`src/rtl/counter_pkg.sv`:
```
// counter_pkg: shared FSM states, count width and wrap value for button_count_ctrl
package counter_pkg;
   typedef enum logic [1:0] {IDLE, ARMED, RUN, RELEASE} state_t;
   localparam int COUNT_W = 5;
   localparam logic [COUNT_W-1:0] COUNT_MAX = 5'd31;
endpackage

```
`src/rtl/btn_debounce.sv`:
```
// btn_debounce: 2-flop synchronizer plus stability-count debouncer with registered edge pulses
module btn_debounce #(
   parameter int DEBOUNCE_CYCLES = 1000000
) (
   input  logic clk_200mhz,
   input  logic rst,
   input  logic btn_in,
   output logic btn_level,
   output logic rise,
   output logic fall
);
   localparam int DW = DEBOUNCE_CYCLES > 1 ? $clog2(DEBOUNCE_CYCLES) : 1;
   logic          sync_0, sync_1, primed;
   logic [1:0]    fill;
   logic [DW-1:0] stable_cnt;
   // primed blocks a rise until the button has been seen low after reset, so a held button never counts
   always_ff @(posedge clk_200mhz) begin
      if (rst) begin
         sync_0     <= 1'b0;
         sync_1     <= 1'b0;
         fill       <= 2'b00;
         primed     <= 1'b0;
         stable_cnt <= '0;
         btn_level  <= 1'b0;
         rise       <= 1'b0;
         fall       <= 1'b0;
      end else begin
         sync_0 <= btn_in;
         sync_1 <= sync_0;
         fill   <= {fill[0], 1'b1};
         primed <= primed | (fill[1] & ~sync_1);
         rise   <= 1'b0;
         fall   <= 1'b0;
         if (sync_1 == btn_level) stable_cnt <= '0;
         else if (stable_cnt == DW'(DEBOUNCE_CYCLES - 1)) begin
            stable_cnt <= '0;
            btn_level  <= sync_1;
            rise       <= sync_1 & primed;
            fall       <= ~sync_1;
         end else stable_cnt <= stable_cnt + 1'b1;
      end
   end
endmodule

```
`src/rtl/button_count_ctrl.sv`:
```
// button_count_ctrl: debounced press-and-hold 5-bit tick counter with wrap pulse and LED toggle.
// Define BUTTON_COUNT_LONGPRESS_EN to clear the count and stop after LONG_CYCLES in RUN.
module button_count_ctrl
   import counter_pkg::*;
#(
   parameter int DEBOUNCE_CYCLES = 1000000,
   parameter int TICK_DIV        = 20,
   parameter int LONG_CYCLES     = 400000000
) (
   input  logic               clk_200mhz,
   input  logic               rst,
   input  logic               button,
   output logic [COUNT_W-1:0] count,
   output logic               wrap,
   output logic               pressed,
   output logic               led_0
);
   localparam int PW = TICK_DIV > 1 ? $clog2(TICK_DIV) : 1;
   state_t        state;
   logic [PW-1:0] presc;
   logic          tick, level, rise, fall, long_hit;
   assign tick = presc == PW'(TICK_DIV - 1);
   btn_debounce #(.DEBOUNCE_CYCLES(DEBOUNCE_CYCLES)) u_debounce (
      .clk_200mhz(clk_200mhz),
      .rst       (rst),
      .btn_in    (button),
      .btn_level (level),
      .rise      (rise),
      .fall      (fall)
   );
`ifdef BUTTON_COUNT_LONGPRESS_EN
   localparam int LW = LONG_CYCLES > 1 ? $clog2(LONG_CYCLES) : 1;
   logic [LW-1:0] run_cnt;
   assign long_hit = run_cnt == LW'(LONG_CYCLES - 1);
   always_ff @(posedge clk_200mhz) begin
      run_cnt <= (rst || state != RUN) ? '0 : run_cnt + 1'b1;
   end
`else
   assign long_hit = 1'b0;
`endif
   // a debounced release outranks a coincident tick, so the last partial tick never counts
   always_ff @(posedge clk_200mhz) begin
      if (rst) begin
         state   <= IDLE;
         presc   <= '0;
         count   <= '0;
         wrap    <= 1'b0;
         pressed <= 1'b0;
         led_0   <= 1'b0;
      end else begin
         presc   <= tick ? '0 : presc + 1'b1;
         pressed <= level;
         wrap    <= 1'b0;
         case (state)
            IDLE:  if (rise) state <= ARMED;
            ARMED: state <= fall ? RELEASE : tick ? RUN : ARMED;
            RUN: begin
               if (fall) state <= RELEASE;
               else if (long_hit) begin
                  count <= '0;
                  state <= RELEASE;
               end else if (tick) begin
                  count <= count + 1'b1;
                  wrap  <= count == COUNT_MAX;
                  led_0 <= led_0 ^ (count == COUNT_MAX);
               end
            end
            default: state <= IDLE;
         endcase
      end
   end
endmodule

```
`config.mk`:
```
export PLATFORM = sky130hd
export DESIGN_NAME = button_count_ctrl
export DESIGN_NICKNAME = d
export VERILOG_FILES = /design/src/rtl/counter_pkg.sv /design/src/rtl/btn_debounce.sv /design/src/rtl/button_count_ctrl.sv
export SDC_FILE = /design/constraint.sdc
export NUM_CORES = 1
export LEC_CHECK = 0
export ABC_AREA = 0
export CAP_MARGIN = 20
export CORE_UTILIZATION = 40
export DETAILED_ROUTE_END_ITERATION = 7
export HOLD_SLACK_MARGIN = 0.15
export MAX_ROUTING_LAYER = met4
export SYNTH_ARGS = -nofsm -noshare
export SYNTH_HDL_FRONTEND = slang
export SYNTH_SLANG_ARGS = --single-unit
export TNS_END_PERCENT = 5
```
`constraint.sdc`:
```
create_clock -name clk_200mhz -period 1.56 [get_ports clk_200mhz]
set_input_delay 0.312 -clock clk_200mhz [delete_from_list [all_inputs] [get_ports clk_200mhz]]
set_output_delay 0.312 -clock clk_200mhz [all_outputs]
set_load 0.02 [all_outputs]
```
==> results.yml <==
run_status:
  status: "completed"
clock_tree:
  cts_sinks: 43
  clock_latency_ps: 290
  cts_tree: "yes"
  cts_setup_buffers: 0
  cts-root-buf: "clkbuf_8"
  cts_made_buffers: 5
  htree_levels: 2
  path_clk_slew_ps: 90
  post_cts_resized: 6
  cts_buffer_depth: 2
  cts_hold_buf: 0
critical_path:
  crit_path_end_kind: "primary output"
  r2r.worst_path.cells: 4
  startpoint_type: "flop"
  critical_path_class: "reg -> out"
  cpMaxStageDelayCell: "clkdlybuf4s50_1"
  arrival_ps: 1180
  path_cells: "clkdlybuf4s50_1"
  cp_top_family: "buffers and inverters"
  r2r_slack_ps: 80
  critPathMaxStageDelay_ps: 590
  crit_required_ps: 1250
  r2r-start: "u_debounce.stable_cnt[8]"
  crit_buf_inv: 1
  path_max_fanout: 1
  r2r-end: "u_debounce.btn_level"
worst_hold_path:
  hold_end: "u_debounce.stable_cnt[0]"
  holdCritPathClass: "reg -> reg"
  hold_path_depth: 1
  hp-start: "u_debounce.stable_cnt[0]"
global_routing:
  grt_max_degree: 15
  grt_usage_pct: 15.1
  grt_first_pass_wirelength_um: 5750
  antenna_found_initial: 0
  grt_pass1_vias: 1332
  grt-ovfl-total: 0
yosys:
  synthMuxAreaShare_pct: 0.548
  synth_compound_area_share_pct: 7.75
  syn_inst: 198
  yosys.area.top_type: "dfxtp_1"
  synth-seq-cells: 43
  synth_area_leaders: "dfxtp_1, xor2_1, nor2_1, a21oi_1, nand3_1"
  yosysUniqueCellTypes: 36
  synthSimpleGateAreaFrac_pct: 28.4
  synth_top_family_by_area: "simple AND/OR/NAND/NOR gates"
  ys_seq_area_share_pct: 47.2
  avgSynthCellArea_um2: 9.22
  syn_area_mm2: 0.00183
  synthAdderAreaFrac_pct: 2.74
  syn_nets: 205
  synth_xor_area_share_pct: 9.12
  ys_warn_count: 0
  synth_top_cell_area_share_pct: 47.2
sta:
  period_share_pct: 95.9
  fin_tns_setup_ps: 0
  tightest_slew_ps: 281
  whs_ps: 444
  clock_skew_ps: 8.24
  drv_slew: 0
  final_hold_viol_count: 0
  rsz0062_at_grt: "no"
  layout_min_cycle_time_ps: 1500
  maxSlewHeadroom_pct: 81.2
  setup_violations: 0
  max_freq_mhz: 668
power:
  clockPowerShare_pct: 46.8
  ir_drop_mv: 0.329
  switching_share_pct: 19.2
  power_w: 0.00219
  p_comb_share_pct: 2.2
  power_frac_seq_pct: 51.1
  intPower_w: 0.00177
  p_sw_w: 0.000422
  power.leakage_nw: 0.873
  p_per_area_mw_per_mm2: 980
route:
  avgViaCountPerCell: 4.99
  drt-initial-drc-count: 37
  wl_um: 3280
  post_drt_wl_per_cell_um: 11.8
  detail_route.first_pass.iterations: 4
  remaining_drc_errors: 0
  vias: 1391
  antenna_left: 0
placement:
  dp.cells: 271
  dpl.hpwl_um: 2450
  placed_area_mm2: 0.00208
  place_congestion: 0.821
  io_buffers: 10
floorplan:
  design.die.area_mm2: 0.00484
  start_util_pct: 41.6
  io_pins: 11
  rows: 24
  die_w_um: 69.6
  core_mm2: 0.00438
  die_h_um: 69.6
cells_and_area:
  insertedDiodeCount: 0
  postLayoutCellArea_mm2: 0.00224
  drive_above_1_share_pct: 20.3
  final_cell_mix: "dfxtp_1, nor2_1, buf_4"
  final_common_cell: "dfxtp_1"
  final_nets: 233
  final_cells: 279
  nFillCells: 436
  synthToLayoutAreaGrowth_pct: 22.7
run:
  drv_cap: 0
cells by family (layout without fill, tap and decap cells):
logic type,count (synthesis),after routing
XOR/XNOR,19,19
multiplexers,1,1
AND/OR/NAND/NOR,92,92
buffers and inverters,14,43
AO/OA/AOI/OAI,25,25
flip-flops,43,43
adder cells (fa/ha/maj),4,4
flip-flops by register name (all words and copies together) (netlist names):
| name | flops |
|---|---|
| count | 5 |
| led_0 | 1 |
| presc | 5 |
| pressed | 1 |
| state | 2 |
| u_debounce.btn_level | 1 |
| u_debounce.fall | 1 |
| u_debounce.fill | 2 |
| u_debounce.primed | 1 |
| u_debounce.rise | 1 |
| u_debounce.stable_cnt | 20 |
| u_debounce.sync_0 | 1 |
| u_debounce.sync_1 | 1 |
| wrap | 1 |
power groups by stage:
| stage | clock [W] | sequential (W) | combinational [W] |
|---|---|---|---|
| 2_1_floorplan | 0 | 0.00114 | 0.0000322 |
| 3_3_place_gp | 0 | 0.00115 | 0.0000485 |
| 3_5_place_dp | 0 | 0.00115 | 0.0000490 |
| 4_1_cts | 0.00105 | 0.00112 | 0.0000491 |
| 5_1_grt | 0.00110 | 0.00112 | 0.0000564 |
| 6_report | 0.00103 | 0.00112 | 0.0000477 |
final cells by class:
class	count	area, um^2	share of cell area [%]
Clock buffer	5	68.8	3.07
Clock inverter	3	67.6	3.02
Inverter	6	22.5	1.01
Multi-Input combinational cell	141	912	40.7
Sequential cell	43	868	38.8
Tap cell	52	65.1	2.91
Timing Repair Buffer	29	235	10.5
through the flow:
stage / setup slack [ps] / utilization (%)
2_1_floorplan: 83.9 / -
4_1_cts: 0.883 / 50.3
6_report: 63.7 / 51.1
5_1_grt: 3.62 / 51.1
3_3_place_gp: 55.8 / 47.4
3_5_place_dp: 15.4 / 47.4
worst register-to-register path: stages (launching register included):
cell and delay (ps):
dfxtp_1 350, nor3b_1 290, nand2_1 110, or4_1 520, a21oi_1 150
how the worst max path moves through the flow:
stage	endpoint	cells past startpoint	slack (ps)	start
floorplan	u_debounce.stable_cnt[2]	5	80	u_debounce.stable_cnt[6]
global placement	u_debounce.stable_cnt[1]	4	60	u_debounce.stable_cnt[9]
detailed placement	u_debounce.stable_cnt[1]	4	20	u_debounce.stable_cnt[9]
CTS	u_debounce.fall	4	0.9	u_debounce.stable_cnt[9]
global route	u_debounce.rise	4	4	u_debounce.stable_cnt[7]
finish	pressed	1	60	pressed
layer usage:
| layer | up-vias | wire length, um | track usage [%] |
|---|---|---|---|
| met5 | - | 0 | - |
| met4 | 0 | 17 | 5.67 |
| met3 | 2 | 69 | 3.05 |
| met2 | 14 | 1570 | 25.0 |
| met1 | 636 | 1620 | 18.1 |
| li1 | 739 | - | - |
synthesized netlist by cell type (all sizes together):
cell     n
dfxtp   43
nor2    27
xor2    15
a21oi   13
nand2   12
nand3   11
nand4    8
o21ai    7
and3     6
inv      6
clkbuf   5
nor2b    5
ha       4
or3      4
or4      4
xnor2    4
and2     3
buf      3
nor3b    3
o31ai    3
and4     2
nand2b   2
nor4b    2
a211oi   1
a22oi    1
mux2i    1
nor4     1
nor4bb   1
or2      1
(Power assumes the default switching activity.)
